<file path="src/rtl/fetch_unit_if.sv">
// rtl/fetch_unit_if.sv - imem, redirect and decode-side signals of the fetch unit
interface fetch_unit_if;
  logic [31:0] imem_addr;
  logic        imem_en;
  logic [31:0] imem_rdata;
  logic        redirect_valid;
  logic [31:0] redirect_pc;
  logic        id_valid;
  logic        id_ready;
  logic [31:0] id_pc;
  logic [31:0] id_instr;

  modport master (
    output imem_addr, imem_en, id_valid, id_pc, id_instr,
    input  imem_rdata, redirect_valid, redirect_pc, id_ready
  );

  modport slave (
    input  imem_addr, imem_en, id_valid, id_pc, id_instr,
    output imem_rdata, redirect_valid, redirect_pc, id_ready
  );
endinterface

</file>
<file path="src/rtl/fetch_unit.sv">
// rtl/fetch_unit.sv - instruction fetch PC, {pc, instr} buffer and redirect; FETCH_PERF_CNT_EN adds perf counters
module fetch_unit #(
  parameter logic [31:0] RESET_PC = 32'h0000_0000,
  parameter int          DEPTH    = 2
) (
  input  logic              clk,
  input  logic              reset,
  input  logic              system_ena,
  fetch_unit_if.master      bus,
  output logic [31:0]       perf_fetch_cnt,
  output logic [31:0]       perf_stall_cnt
);
  localparam int CW = $clog2(DEPTH + 1);
  localparam int PW = $clog2(DEPTH);

  logic [31:0] pc_q, pc_d;
  logic [CW-1:0] count_q, count_d;
  logic [PW-1:0] rd_ptr_q, rd_ptr_d;
  logic [PW-1:0] wr_ptr_q, wr_ptr_d;
  logic [31:0] buf_pc_q [DEPTH];
  logic [31:0] buf_pc_d [DEPTH];
  logic [31:0] buf_instr_q [DEPTH];
  logic [31:0] buf_instr_d [DEPTH];

  logic active;
  logic redirect;
  logic pop;
  logic push;
  logic can_push;

  // Handshake decode: reset and redirect both suppress fetch and presentation
  always_comb begin
    active   = ~reset & system_ena & ~bus.redirect_valid;
    redirect = system_ena & bus.redirect_valid;
    bus.id_valid = active & (count_q != '0);
    pop      = bus.id_valid & bus.id_ready;
    can_push = (count_q < CW'(DEPTH)) | pop;
    push     = active & can_push;
    bus.imem_en   = push;
    bus.imem_addr = pc_q;
    bus.id_pc     = buf_pc_q[rd_ptr_q];
    bus.id_instr  = buf_instr_q[rd_ptr_q];
  end

  // Next-state for PC, occupancy and pointers; redirect overrides push/pop
  always_comb begin
    pc_d     = pc_q;
    count_d  = count_q;
    rd_ptr_d = rd_ptr_q;
    wr_ptr_d = wr_ptr_q;
    if (redirect) begin
      pc_d     = bus.redirect_pc & ~32'h3;
      count_d  = '0;
      rd_ptr_d = '0;
      wr_ptr_d = '0;
    end else begin
      if (push) begin
        pc_d     = pc_q + 32'd4;
        wr_ptr_d = wr_ptr_q + PW'(1);
      end
      if (pop) begin
        rd_ptr_d = rd_ptr_q + PW'(1);
      end
      case ({push, pop})
        2'b10:   count_d = count_q + CW'(1);
        2'b01:   count_d = count_q - CW'(1);
        default: count_d = count_q;
      endcase
    end
  end

  // Buffer storage write on push
  always_comb begin
    buf_pc_d    = buf_pc_q;
    buf_instr_d = buf_instr_q;
    if (push) begin
      buf_pc_d[wr_ptr_q]    = pc_q;
      buf_instr_d[wr_ptr_q] = bus.imem_rdata;
    end
  end

  // Control state registers with synchronous reset
  always_ff @(posedge clk) begin
    if (reset) begin
      pc_q     <= RESET_PC;
      count_q  <= '0;
      rd_ptr_q <= '0;
      wr_ptr_q <= '0;
    end else begin
      pc_q     <= pc_d;
      count_q  <= count_d;
      rd_ptr_q <= rd_ptr_d;
      wr_ptr_q <= wr_ptr_d;
    end
  end

  // Buffer storage registers; contents are don't-care while empty
  always_ff @(posedge clk) begin
    buf_pc_q    <= buf_pc_d;
    buf_instr_q <= buf_instr_d;
  end

`ifdef FETCH_PERF_CNT_EN
  logic [31:0] perf_fetch_q, perf_fetch_d;
  logic [31:0] perf_stall_q, perf_stall_d;

  // Counter increments; redirect does not clear them
  always_comb begin
    perf_fetch_d = perf_fetch_q;
    perf_stall_d = perf_stall_q;
    if (push) begin
      perf_fetch_d = perf_fetch_q + 32'd1;
    end
    if (active & ~can_push) begin
      perf_stall_d = perf_stall_q + 32'd1;
    end
  end

  // Counter registers
  always_ff @(posedge clk) begin
    if (reset) begin
      perf_fetch_q <= '0;
      perf_stall_q <= '0;
    end else begin
      perf_fetch_q <= perf_fetch_d;
      perf_stall_q <= perf_stall_d;
    end
  end

  assign perf_fetch_cnt = perf_fetch_q;
  assign perf_stall_cnt = perf_stall_q;
`else
  assign perf_fetch_cnt = 32'd0;
  assign perf_stall_cnt = 32'd0;
`endif
endmodule

</file>
<file path="src/flat_wrapper.sv">
// flat-port wrapper written by rule: the top's interface ports become plain ports
module fetch_unit_flat 
#(
  parameter logic [31:0] RESET_PC = 32'h0000_0000,
  parameter int          DEPTH    = 2
)
  (clk, reset, system_ena, perf_fetch_cnt, perf_stall_cnt, bus_imem_addr, bus_imem_en, bus_id_valid, bus_id_pc, bus_id_instr, bus_imem_rdata, bus_redirect_valid, bus_redirect_pc, bus_id_ready);
  fetch_unit_if bus_i ();
  input  logic clk;
  input  logic reset;
  input  logic system_ena;
  output logic [31:0] perf_fetch_cnt;
  output logic [31:0] perf_stall_cnt;
  output wire logic [$bits(bus_i.imem_addr)-1:0] bus_imem_addr;
  output wire logic [$bits(bus_i.imem_en)-1:0] bus_imem_en;
  output wire logic [$bits(bus_i.id_valid)-1:0] bus_id_valid;
  output wire logic [$bits(bus_i.id_pc)-1:0] bus_id_pc;
  output wire logic [$bits(bus_i.id_instr)-1:0] bus_id_instr;
  input wire logic [$bits(bus_i.imem_rdata)-1:0] bus_imem_rdata;
  input wire logic [$bits(bus_i.redirect_valid)-1:0] bus_redirect_valid;
  input wire logic [$bits(bus_i.redirect_pc)-1:0] bus_redirect_pc;
  input wire logic [$bits(bus_i.id_ready)-1:0] bus_id_ready;
  assign bus_imem_addr = bus_i.imem_addr;
  assign bus_imem_en = bus_i.imem_en;
  assign bus_id_valid = bus_i.id_valid;
  assign bus_id_pc = bus_i.id_pc;
  assign bus_id_instr = bus_i.id_instr;
  assign bus_i.imem_rdata = bus_imem_rdata;
  assign bus_i.redirect_valid = bus_redirect_valid;
  assign bus_i.redirect_pc = bus_redirect_pc;
  assign bus_i.id_ready = bus_id_ready;
  fetch_unit #(.RESET_PC(RESET_PC), .DEPTH(DEPTH)) u_core (.clk(clk), .reset(reset), .system_ena(system_ena), .bus(bus_i), .perf_fetch_cnt(perf_fetch_cnt), .perf_stall_cnt(perf_stall_cnt));
endmodule
</file>
<file path="config.mk">
export PLATFORM = sky130hd
export DESIGN_NAME = fetch_unit_flat
export DESIGN_NICKNAME = d
export VERILOG_FILES = /design/src/rtl/fetch_unit_if.sv /design/src/rtl/fetch_unit.sv /design/src/flat_wrapper.sv
export SDC_FILE = /design/constraint.sdc
export NUM_CORES = 1
export LEC_CHECK = 0
export ABC_AREA = 1
export BUFFER_PORTS_ARGS = -buffer_cell sky130_fd_sc_hd__buf_4
export CAP_MARGIN = 40
export CORE_MARGIN = 1.5
export CORE_UTILIZATION = 35
export DETAILED_ROUTE_END_ITERATION = 10
export PLACE_DENSITY = 0.58
export SETUP_SLACK_MARGIN = 0.5
export SYNTH_ARGS = -nofsm -noshare
export SYNTH_HDL_FRONTEND = slang
export SYNTH_SLANG_ARGS = --single-unit
</file>
<file path="constraint.sdc">
create_clock -name clk -period 6.66 [get_ports clk]
set_input_delay 0 -clock clk [delete_from_list [all_inputs] [get_ports clk]]
set_output_delay 0 -clock clk [all_outputs]
set_load 0.02 [all_outputs]
</file>
Word-level counts from Yosys, hierarchy flattened:

Cells that the tools add are included.

* reduce and logical (&&, ||, !) cells: 5
* bitwise logic cells: 11
* magnitude comparators: 4
* eq/ne operators: 2
* mux-type cells: 13
* $add $sub $neg: 5

Operators with widths (count)
* 2-to-1 mux 32 bit: 9
* bitwise mux 64 bit: 2
* adder 32 x 3 -> 32 bit, second input constant: 1
* demux 32 bit (select 1 bit): 1
* AND 1 bit: 6
* nonzero test 2 bit: 3
* >= comparator 2 bit, second input constant: 2
* NOT 1 -> 2 bit: 2
* case mux 2 bit (2 select lines): 1
* adder 1 bit, second input constant: 2
* adder 2 x 1 -> 2 bit, second input constant: 1
* == test 2 x 1 -> 1 bit, second input constant: 1
* == test 2 bit, second input constant: 1
* < comparator 2 x 1 -> 1 bit, second input constant: 1
* < comparator 2 bit, second input constant: 1
* NOT 1 bit: 2
* OR reduction 2 bit: 1
* subtractor 2 x 1 -> 2 bit, second input constant: 1
* logical AND 1 bit: 1
* OR 1 bit: 1

* output and inout port bits: 162
* word-level logic and storage cells: 49
* flip-flop bits (word level): 164

Longest topological paths before layout:

Gate-level depths: netlist of the first run.

* depth in word-level cells: 9
* depth in mapped cells: 10
* gate-level depth less buffers: 10

Worst setup path before layout of the first run:

No wires, ideal clock.

* path kind: register to register
* from: reg u_core.count_q[0]
* to: reg u_core.buf_instr_q[0] in the netlist's numbering, enable pin
* setup slack: 2.571 ns
* clock period less this slack: 4.089 ns
* stages on the path, launching flop included: 8
* arrival: 3.606 ns
* path through: dfxtp_1 inv_1 ha_1 inv_1 nand3_2 nand2_4 inv_1 nor2_1

* word-level cells in the longest chain between the ends: 5
* elaborated cells between the ends (all ways): 6

Ends and longest elaborated chain
* start, declared: RTL line fetch_unit.sv:17 `logic [CW-1:0] count_q, count_d;`
* start signal, assigned: RTL line fetch_unit.sv:91 `count_q <= count_d;`
* nonzero test 2 bit: RTL line fetch_unit.sv:35 `bus.id_valid = active & (count_q != '0);`
* AND 1 bit: RTL line fetch_unit.sv:35
* AND 1 bit: RTL line fetch_unit.sv:36 `pop = bus.id_valid & bus.id_ready;`
* OR 1 bit (*): RTL line fetch_unit.sv:37 `can_push = (count_q < CW'(DEPTH)) | pop;`
* AND 1 bit (*): RTL line fetch_unit.sv:38 `push = active & can_push;`
* net bus_imem_en: RTL line flat_wrapper.sv:15 `output wire logic [$bits(bus_i.imem_en)-1:0] bus_imem_en;`
* end signal, assigned: RTL line fetch_unit.sv:100 `buf_instr_q <= buf_instr_d;`
* end, declared: RTL line fetch_unit.sv:22 `logic [31:0] buf_instr_q [DEPTH];`

The timed path passes the listed nets; every way through them passes the cells marked *.
A chain may end at the register's enable or synchronous reset.

Worst setup path in the final report of the first run:

* from: reg u_core.rd_ptr_q
* to: out bus_id_pc[31]

* word-level cells in the longest chain between the ends: 4

Ends and longest elaborated chain
* start, declared: RTL line fetch_unit.sv:18 `logic [PW-1:0] rd_ptr_q, rd_ptr_d;`
* start signal, assigned: RTL line fetch_unit.sv:92 `rd_ptr_q <= rd_ptr_d;`
* NOT 1 -> 2 bit (not written as such): RTL line fetch_unit.sv:41 `bus.id_pc = buf_pc_q[rd_ptr_q];`
* 2-to-1 mux 32 bit (not written as such) (3 in a row): RTL line fetch_unit.sv:41
* end, declared: RTL line flat_wrapper.sv:17 `output wire logic [$bits(bus_i.id_pc)-1:0] bus_id_pc;`

No other way between the ends. The select of a mux whose other input is x is not followed.

==> metrics.md, run 1 <==
| Metric | Value |
|---|---|
| CTS root buffer | clkbuf_16 |
| GRT Resource Usage Total | ~16% |
| Met3 Use GR | between 3 and 4% |
| # fillers | between 2000 and 2500 |
| Core Footprint | 20900 um2 |
| Number of routed nets with antenna violations | 0 |
| Share of cells above drive strength 1 | 20.8% |
| Cells after DPL | approximately 1200 |
| Clk slew on worst S/H paths | about 0.060 ns |
| Syn Inst Count | between 800 and 900 |
| DRT Pass-1 Iters | 5 |
| Status | finished clean |
| Post-synth cell types | 36 |
| Total CTS buffers | 17 |
| H-Tree Depth | 4 |
| IO Count | approximately 230 |
| Startpoint types | flip-flop |
| Design Area, Final | just under 10000 um2 |
| Worst path slowest cell | buf_4 |
| First-pass GRT wire length | roughly 27 mm |
| Final min period | between 2 and 2.5 ns |
| CP top delay family | buffers and inverters |
| Vias in the first global route | 5219 |
| CP arrival | 2.50 ns |
| Most Crowded Layer GR | met2 |
| Count leader, synth | nand2_1 |
| R2R Setup Slk | 4.28 ns |
| HP Class | in -> reg |
| Crit end category | output port |
| R2r startpoint | u_core.count_q[1] |
| Die height | about 150 um |
| Crit Path Class | reg -> out |
| Least-Margin Pin Slew | ~0.76 ns |
| Hold path depth | 5 |
| FFs w/ async S/R, synth | 0% |
| Met2 track utilization from global routing | between 20% and 30% |
| CTS max path bufs | 2 |
| Port bufs | 160 |
| Gp weighted congestion | around 0.79 |
| Max Slew Vio Count | 0 |
| Unrepaired setup endpoints after global routing | no |
| #FFs+latches synth | 158 |
| DRC viols | 0 |
| Final hold vios | 0 |
| Wire per inst | 13.1 um |
| Skew final | roughly 0.0083 ns |
| Clock net sink count | 158 |
| Fin cells | roughly 1300 |
| Final WL | about 17 mm |
| Sum of buffers and inverters on the critical path | 4 |
| Yosys warns | 0 |
| Vias per cell | around 4.3 |
| Clock Latency Late Sink | about 0.42 ns |
| Setup Buffers After CTS | 0 |
| Final TNS setup | 0 ns |
| Cell taking the most area after synthesis | edfxtp_1 |
| Post-synth EDFFs | about 120 |
| Fmax | about 400 MHz |
| CTS tree | done |
| Primary FF master, synth | edfxtp_1 |
| Max_slew headroom | 49.4% |
| Placed cell areas | just under 9000 um2 |
| Starting DRT DRC Count | 331 |
| Syn_area_per_cell | slightly above 9 um2 |
| Post-synth top cells | 327 x nand2_1, 124 x edfxtp_1, 70 x buf_4 |
| Max-cap violations | 0 |
| GR Util met1 | ~20% |
| NumNets Final | 1098 |
| Most common cell on crit path | buf_4 |
| Detailed-route via count | 5661 |
| Worst r2r dst | u_core.bus.imem_addr[26] |
| Worst EP required | approximately 6.7 ns |
| Worst Reg-to-Reg Cells | 9 |
| Final Setup Violations | 0 |
| Layout area overhead | 33.8% |
| WHS Endpoint | u_core.rd_ptr_q |
| Initial antenna violation count | 0 |
| Largest net degree at the start of global routing | 64 |
| Critical path cell sequence | buf_4 -> inv_2 -> buf_4 -> nand2_1 -> nand2_1 -> buf_4 |
| Largest stage delay on the critical path | a little under 0.6 ns |
| Leak | 4.23 nW |
| Initial Utilization | 35.4% |
| Cell row count | between 50 and 60 |
| Top-area cell type share of the netlist area | approximately 50% |
| Die area | 22000 um2 |
| Crit Path Max Fanout | 63 |
| Maximum vdd ir drop | between 0.15 and 0.2 mV |
| Number of antenna diodes | 0 |
| Register area share after synthesis | 59.5% |
| DP HPWL | about 11 mm |
| Pwr per Cell Area | between 200 and 250 nW/um2 |
| Cell types occupying the most area after synthesis | edfxtp_1 50%, nand2_1 17%, dfxtp_1 9.2% |
| Total gr overflow | 0 |
| Synthesized cell area | 7400 um2 |
| Final worst-path cycle share | between 30 and 40% |
| Die X-Extent | between 100 and 150 um |
| Min-delay src | bus_redirect_valid |
==> worst max path at each step <==
| stage | startpoint | endpoint | slack [ns] | depth (start not counted) |
|---|---|---|---|---|
| after floorplan | u_core.count_q[0] | u_core.buf_instr_q[0] | 2.57 | 7 |
| after global placement | u_core.count_q[0] | u_core.buf_instr_q[1] | 4.32 | 8 |
| after detailed placement | u_core.rd_ptr_q | u_core.rd_ptr_q | 4.45 | 5 |
| after CTS | u_core.rd_ptr_q | bus_id_pc[31] | 4.04 | 6 |
| after global routing | u_core.rd_ptr_q | bus_id_pc[31] | 3.88 | 6 |
| final | u_core.rd_ptr_q | bus_id_pc[31] | 4.16 | 6 |
==> layout by cell type, fill, tap and decap left out, types with 2 or more instances in the layout <==
cell type / count
clkinv_1: 6
a21oi_1: 23
conb_1: 68
xor2_1: 8
dfxtp_1: 33
inv_1: 48
clkbuf_16: 17
nor2_1: 34
o21ai_1: 9
clkinv_2: 4
a31oi_1: 5
buf_16: 2
nor2_4: 3
or2_2: 2
dlygate4sd3_1: 65
ha_1: 2
bufinv_16: 3
edfxtp_1: 124
clkbuf_1: 4
o21ai_0: 18
nand3_1: 44
and2_1: 2
nand2_1: 327
clkinv_4: 4
buf_4: 165
nor2_2: 5
inv_2: 3
==> flip-flops by register name, summed over array words and instances (netlist names) <==
name                  flops
u_core.buf_pc_q          60
u_core.bus.imem_addr     30
u_core.rd_ptr_q           1
u_core.wr_ptr_q           1
u_core.buf_instr_q       64
u_core.count_q            2
==> per-layer routing <==
metal / part of all wire (%) / up-vias
li1: - / 2911
met1: 44 / 2555
met2: 50 / 178
met3: 5.3 / 17
met4: 1.1 / 0
met5: 0 / -
==> layout make-up <==
class / instances / area (um2) / share of cell area [%]
clock buffer: 21 / 440 / 4.45
clock inverter: 11 / 145 / 1.47
inverter: 57 / 214 / 2.16
multi-input combinational: 561 / 2400 / 24.3
sequential: 158 / 4410 / 44.5
tap: 275 / 344 / 3.48
timing repair buffer: 232 / 1940 / 19.6
==> power by group <==
part           internal, mW  switching [mW]  total (mW)
Clock                 0.589           0.377       0.966
Combinational         0.108           0.151       0.259
Sequential             1.09          0.0293        1.12
Total                  1.79           0.557        2.35
==> through the flow <==
step           util [%]  power [mW]  hold slack, ns  worst slack (ns)
6_report           47.4        2.35          0.0787              4.16
3_5_place_dp       41.5        1.37           0.188              4.45
2_1_floorplan         -        1.30          0.0863              2.57
4_1_cts            47.4        2.37          0.0636              4.04
3_3_place_gp       41.2        1.37           0.185              4.32
5_1_grt            47.4        2.44          0.0939              3.88
==> worst register-to-register path: stages (launching register included) <==
cell and delay, ns:
dfxtp_1 0.29, inv_1 0.08, ha_1 0.17, inv_1 0.05, nand3_2 0.15, nand3_4 0.34
inv_2 0.43, nand2_1 0.12, a21oi_2 0.14, dlygate4sd3_1 0.55
==> kinds of logic (layout without fill, tap and decap cells) <==
group	Yosys count	in the layout	share of synthesized area, %
other	1	68	0.0507
DFF	158	158	59.5
AOI/OAI and AO/OA	60	60	4.35
and+or+nand+nor	423	423	23.3
adders and majority gates	2	2	0.338
buffers and inverters	151	321	11.5
xor gates and xnor gates	8	8	0.947
==> what timing repair did <==
item | CTS | global route
endpoints found under the hold margin | 95 | 0
gates resized for setup | 0 | 0
hold buffers | 65 | 0
Note: power is estimated with default switching activity, not from simulation.
==> run 2: changes to the inputs <==
--- a/config.mk
+++ b/config.mk
@@ -11,7 +11,7 @@
 export CORE_MARGIN = 1.5
 export CORE_UTILIZATION = 35
 export DETAILED_ROUTE_END_ITERATION = 10
-export PLACE_DENSITY = 0.58
+export PLACE_DENSITY = 0.6
 export SETUP_SLACK_MARGIN = 0.5
 export SYNTH_ARGS = -nofsm -noshare
 export SYNTH_HDL_FRONTEND = slang
==> constraint.sdc (replaced) <==
create_clock -name clk -period 2.1 [get_ports clk]
set_input_delay 0 -clock clk [delete_from_list [all_inputs] [get_ports clk]]
set_output_delay 0 -clock clk [all_outputs]
set_load 0.02 [all_outputs]
==> metrics.md, run 2 (same netlist as run 1, synthesis figures left out) <==
| Metric | Value |
|---|---|
| Final hold vios | 0 (unchanged) |
| CTS max path bufs | 2 (unchanged) |
| Share of cells above drive strength 1 | 26.6% (was 20.8%) |
| Commonest non-fill, non-tap cell in the layout | nand2_1 (unchanged) |
| Pwr per Cell Area | 711 nW/um2 (was 237 nW/um2) |
| Detailed-route via count | 5972 (was 5661) |
| # fillers | 1907 (was 2005) |
| DRC viols | 0 (unchanged) |
| Die X-Extent | 148 um (unchanged) |
| Initial Utilization | 35.4% (unchanged) |
| Final TNS setup | 0 ns (unchanged) |
| Number of routed nets with antenna violations | 0 (unchanged) |
| Unrepaired setup endpoints after global routing | yes (was no) |
| Die area | 22000 um2 (unchanged) |
| Worst EP required | 2.23 ns (was 6.66 ns) |
| HP Class | in -> reg (unchanged) |
| Status | finished clean (unchanged) |
| Port bufs | 160 (unchanged) |
| Number of flip-flops in the largest register | 64 (unchanged) |
| Clock net sink count | 158 (unchanged) |
| Clock Latency Late Sink | 0.43 ns (was 0.42 ns) |
| Largest Register | u_core.buf_instr_q (unchanged) |
| Starting DRT DRC Count | 238 (was 331) |
| Internal Power | 5.57 mW (was 1.79 mW) |
| First-pass GRT wire length | 28.1 mm (was 27.0 mm) |
| R2r startpoint | u_core.count_q[1] (unchanged) |
| Most frequent cells in the layout | 322 x nand2_1, 173 x buf_4, 124 x edfxtp_1, 68 x conb_1, 63 x dlygate4sd3_1 (was 327 x nand2_1, 165 x buf_4, 124 x edfxtp_1, 68 x conb_1, 65 x dlygate4sd3_1) |
| Max-cap violations | 0 (unchanged) |
| DP HPWL | 11.6 mm (was 11.4 mm) |
| Max Slew Vio Count | 0 (unchanged) |
| Crit end category | flip-flop (was output port) |
| Gp weighted congestion | 0.824 (was 0.791) |
| Total CTS buffers | 17 (unchanged) |
| Total power | 7.43 mW (was 2.35 mW) |
| Hold path depth | 4 (was 5) |
| Clk network pwr share | 39.7% (was 41.1%) |
| Startpoint types | flip-flop (unchanged) |
| Final WL | 19.6 mm (was 17.3 mm) |
| Skew final | 0.0103 ns (was 0.00829 ns) |
| Switching share of power | 25.1% (was 23.7%) |
| Leak | 4.44 nW (was 4.23 nW) |
| Fmax | approximately 600 MHz |
| NumNets Final | 1121 (was 1098) |
| Maximum vdd ir drop | 0.502 mV (was 0.174 mV) |
| CTS root buffer | clkbuf_16 (unchanged) |
| Final worst-path cycle share | between 70% and 80% |
| Vias per cell | 4.46 (was 4.30) |
| Switching pwr | 1.86 mW (was 0.557 mW) |
| Initial antenna violation count | 0 (unchanged) |
| Crit Path Max Fanout | 15 (was 63) |
| Worst r2r dst | u_core.buf_pc_q[53] (was u_core.bus.imem_addr[26]) |
| Die height | 148 um (unchanged) |
| Wire per inst | 14.7 um (was 13.1 um) |
| Final Util | 50.0% (was 47.4%) |
| DRT Pass-1 Iters | 5 (unchanged) |
| Layout area overhead | 41.1% (was 33.8%) |
| Largest net degree at the start of global routing | 42 (was 64) |
| Combinational share of power | 12.2% (was 11.0%) |
| Final Setup Violations | 0 (unchanged) |
| Clk slew on worst S/H paths | 0.07 ns (was 0.06 ns) |
| GRT Resource Usage Total | 17.0% (was 16.1%) |
| IO Count | 231 (unchanged) |
| CP arrival | 1.78 ns (was 2.50 ns) |
| Cell row count | 53 (unchanged) |
| Worst Reg-to-Reg Cells | 9 (unchanged) |
| Min-delay src | bus_id_ready (was bus_redirect_valid) |
| Crit Path Class | reg -> reg (was reg -> out) |
| WHS Endpoint | u_core.rd_ptr_q (unchanged) |
| Final min period | roughly 1.7 ns |
| Number of antenna diodes | 0 (unchanged) |
| R2R Setup Slk | 0.44 ns (was 4.28 ns) |
| Vias in the first global route | 5210 (was 5219) |
| Sequential share of power | 48.1% (was 47.8%) |
| H-Tree Depth | 4 (unchanged) |
| Total gr overflow | 0 (unchanged) |
| CTS tree | done (unchanged) |
| Core Footprint | 20900 um2 (unchanged) |
## run 2: cell types whose count changed in the layout (fill, tap and decap cells not counted), moves of 6 or more
cell	delta
nor2_4	+6
dfxtp_2	+23
buf_4	+8
dfxtp_1	-25
buf_12	+7
## run 2: repair_timing
action,in CTS,in global routing
setup buffers,6,4
cloned,5,6
pin swaps,6,4
gates resized for setup,24,36
hold buffers,63,0
hold endpoints to repair,94,0
setup endpoints to repair,187,169
## run 2: worst max-delay path, cell delays in order (launching register included)
cell,delay [ns]
dfxtp_2,0.33
inv_2,0.05
ha_4,0.16
inv_2,0.06
nand3_4,0.14
nand2_8,0.11
nand2_2,0.07
clkinvlp_4,0.12
buf_12,0.14
buf_12,0.16
## run 2: layer usage
layer,global-route usage (%),routed length (um),vias up
met2,29.6,9620,212
met5,0,0,-
met1,21.4,8660,2769
met3,3.28,1020,18
li1,-,-,2973
met4,5.64,299,0
## run 2: stage by stage
| step | instances | hold slack [ns] | setup WS (ns) | instance area (um2) |
|---|---|---|---|---|
| after detailed placement | 1222 | 0.188 | 0.327 | 8730 |
| after global routing | 1338 | 0.0610 | 0.377 | 10400 |
| after floorplan | 870 | 0.0863 | -0.119 | 7700 |
| after global placement | 1222 | 0.185 | 0.355 | 8730 |
| after CTS | 1328 | 0.0484 | 0.459 | 10200 |
| final | 1338 | 0.0595 | 0.441 | 10400 |
## run 2: how the worst max path moves through the flow
stage	startpoint	end	slack [ns]	depth (start not counted)
after global routing	u_core.count_q[1]	u_core.buf_instr_q[26]	0.38	9
after floorplan	u_core.count_q[0]	u_core.buf_instr_q[0]	-0.12	7
final	u_core.count_q[1]	u_core.buf_pc_q[53]	0.44	9
after global placement	u_core.count_q[0]	u_core.buf_instr_q[7]	0.36	8
after detailed placement	u_core.count_q[1]	u_core.bus.imem_addr[26]	0.33	8
after CTS	u_core.count_q[0]	u_core.buf_instr_q[15]	0.46	9
## run 2: layout make-up
| class | count | area [um2] | area share (%) |
|---|---|---|---|
| Timing Repair Buffer | 254 | 2340 | 22.4 |
| Clock inverter | 11 | 108 | 1.03 |
| Sequential cell | 158 | 4440 | 42.6 |
| Multi-Input combinational cell | 562 | 2520 | 24.2 |
| Clock buffer | 21 | 460 | 4.41 |
| Inverter | 57 | 228 | 2.18 |
| Tap cell | 275 | 344 | 3.30 |
## run 2: power by group through the flow
stage / clock (mW) / combinational, mW / sequential (mW)
final: 2.95 / 0.902 / 3.57
after global routing: 3.14 / 0.977 / 3.58
after global placement: 0 / 0.731 / 3.63
after floorplan: 0 / 0.493 / 3.65
after detailed placement: 0 / 0.738 / 3.63
after CTS: 3.02 / 0.859 / 3.57
==> run 3: changes to the inputs <==
==> constraint.sdc (replaced) <==
create_clock -name clk -period 1.48 [get_ports clk]
set_input_delay 0 -clock clk [delete_from_list [all_inputs] [get_ports clk]]
set_output_delay 0 -clock clk [all_outputs]
set_load 0.02 [all_outputs]
==> metrics.md, run 3 (same netlist as run 1, synthesis figures left out) <==
| Metric | Value |
|---|---|
| Initial Utilization | 35.4% (unchanged) |
| Skew final | 0.0152 ns (was 0.0103 ns) |
| Die height | 148 um (unchanged) |
| Total CTS buffers | 17 (unchanged) |
| Starting DRT DRC Count | 321 (was 238) |
| Total power | 11.1 mW (was 7.43 mW) |
| Clk slew on worst S/H paths | 0.07 ns (about the same) |
| Final min period | 1.58 ns (was 1.66 ns) |
| Least-Margin Pin Slew | 0.704 ns |
| Max Slew Vio Count | 0 (unchanged) |
| Leak | 5.71 nW (was 4.44 nW) |
| HP Class | in -> reg (unchanged) |
| Crit Path Class | reg -> reg (unchanged) |
| Core Footprint | 20900 um2 (unchanged) |
| Max_slew headroom | between 50% and 60% |
| Crit Path Max Fanout | 5 (was 15) |
| Cell row count | 53 (unchanged) |
| Largest Register | u_core.buf_instr_q (unchanged) |
| CP arrival | 1.92 ns (was 1.78 ns) |
| Number of flip-flops in the largest register | 64 (unchanged) |
| GRT Resource Usage Total | 19.0% (was 17.0%) |
| NumNets Final | 1193 (was 1121) |
| First-pass GRT wire length | 31.4 mm (was 28.1 mm) |
| Startpoint types | flip-flop (unchanged) |
| Placed cell areas | 9190 um2 (was 8730 um2) |
| DP HPWL | 13.0 mm (was 11.6 mm) |
| Clock net sink count | 158 (unchanged) |
| Number of antenna diodes | 0 (unchanged) |
| DRC viols | 0 (unchanged) |
| # fillers | 1629 (was 1907) |
| Final Setup Violations | 179 (was 0) |
| Layout area overhead | 73.5% (was 41.1%) |
| IO Count | 231 (unchanged) |
| Final hold vios | 0 (unchanged) |
| DRT Pass-1 Iters | 5 (unchanged) |
| Total gr overflow | 0 (unchanged) |
| Commonest non-fill, non-tap cell in the layout | nand2_1 (unchanged) |
| Share of cells above drive strength 1 | 49.5% (was 26.6%) |
| Initial antenna violation count | 0 (unchanged) |
| Hold_ws | 0.0838 ns (was 0.0595 ns) |
| Die area | 22000 um2 (unchanged) |
| Die X-Extent | 148 um (unchanged) |
| Clock Latency Late Sink | 0.42 ns (was 0.43 ns) |
| Fmax | 631 MHz (was 603 MHz) |
| Wire per inst | 16.0 um (was 14.7 um) |
| Largest net degree at the start of global routing | 34 (was 42) |
| Crit end category | flip-flop (unchanged) |
| Gp weighted congestion | 0.827 (was 0.824) |
| Pwr per Cell Area | 863 nW/um2 (was 711 nW/um2) |
| Worst EP required | 1.82 ns (was 2.23 ns) |
| Vias per cell | 4.57 (was 4.46) |
| Max-cap violations | 0 (unchanged) |
| Final TNS setup | -9.75 ns (was 0 ns) |
| CTS root buffer | clkbuf_16 (unchanged) |
| CTS tree | done (unchanged) |
| Vias in the first global route | 5879 (was 5210) |
| Design Area, Final | 12800 um2 (was 10400 um2) |
| Worst setup margin | -0.105 ns (was 0.441 ns) |
| Maximum vdd ir drop | 0.703 mV (was 0.502 mV) |
| Final worst-path cycle share | 107% (was 79.0%) |
| Number of routed nets with antenna violations | 0 (unchanged) |
| Status | finished with violations (was finished clean) |
| Detailed-route via count | 6440 (was 5972) |
| Violated checks | setup timing |
| CTS max path bufs | 2 (unchanged) |
| H-Tree Depth | 4 (unchanged) |
| Most frequent cells in the layout | 166 x nand2_1, 128 x buf_4, 124 x edfxtp_1, 89 x buf_6, 82 x nand2_2 (was 322 x nand2_1, 173 x buf_4, 124 x edfxtp_1, 68 x conb_1, 63 x dlygate4sd3_1) |
| Unrepaired setup endpoints after global routing | yes (unchanged) |
| Port bufs | 160 (unchanged) |
| Final WL | 22.6 mm (was 19.6 mm) |
run 3: final cells by class:
cell class / instances / area, um2 / area share [%]
Clock buffer: 17 / 425 / 3.31
Clock inverter: 15 / 161 / 1.26
Inverter: 57 / 259 / 2.02
Multi-Input combinational cell: 561 / 3480 / 27.1
Sequential cell: 158 / 4520 / 35.2
Tap cell: 275 / 344 / 2.68
Timing Repair Buffer: 325 / 3620 / 28.2
Timing Repair inverter: 2 / 22.5 / 0.175
run 3: metal layers:
metal  global-route usage, %  vias to the layer above  wire length (um)
li1                        -                     3130                 -
met1                    24.3                     3061              9820
met2                    32.0                      223             11400
met3                    3.10                       26               977
met4                    7.77                        0               383
met5                       0                        -                 0
run 3: path summary, 6_finish.rpt:
kind              slack [ns]                        to                startpoint  cells after the start
hold reg to reg         0.48       u_core.buf_pc_q[63]  u_core.bus.imem_addr[31]                      0
setup reg to reg       -0.10  u_core.bus.imem_addr[28]   u_core.bus.imem_addr[3]                     10
setup / recovery       -0.10  u_core.bus.imem_addr[28]   u_core.bus.imem_addr[3]                     10
hold / removal          0.08           u_core.wr_ptr_q              bus_id_ready                      6
run 3: per-stage QoR:
| step | worst slack (ns) | cells | utilization [%] |
|---|---|---|---|
| detailed placement | -0.168 | 1243 | 44.0 |
| finish | -0.105 | 1410 | 61.4 |
| global route | -0.180 | 1410 | 61.4 |
| CTS | -0.0611 | 1380 | 55.8 |
| floorplan | -0.739 | 870 | - |
| global placement | -0.155 | 1243 | 44.0 |
run 3: power by group:
group | leakage, nW | switching, mW | internal, mW
registers | 1.47 | 0.148 | 4.91
clock network | 0.277 | 1.81 | 2.50
logic | 3.97 | 0.890 | 0.818
run 3: critical path, cell delays in order (launching register included):
cell and delay, ns:
dfxtp_4 0.38, ha_4 0.15, nand2_4 0.06, nor2_4 0.15, nand2_4 0.11, nor2_4 0.20, buf_6 0.12, nand3_2 0.07
nand3_2 0.07, nand2_1 0.05, a21oi_1 0.13
run 3: timing repair:
item                                    4_1_cts  5_1_grt
pin swaps                                    33       65
buffers inserted                             28       18
hold buffers                                 64        0
gates resized for setup                     189      227
endpoints found under the setup margin      249      249
endpoints found under the hold margin        94        0
cloned                                       13       12
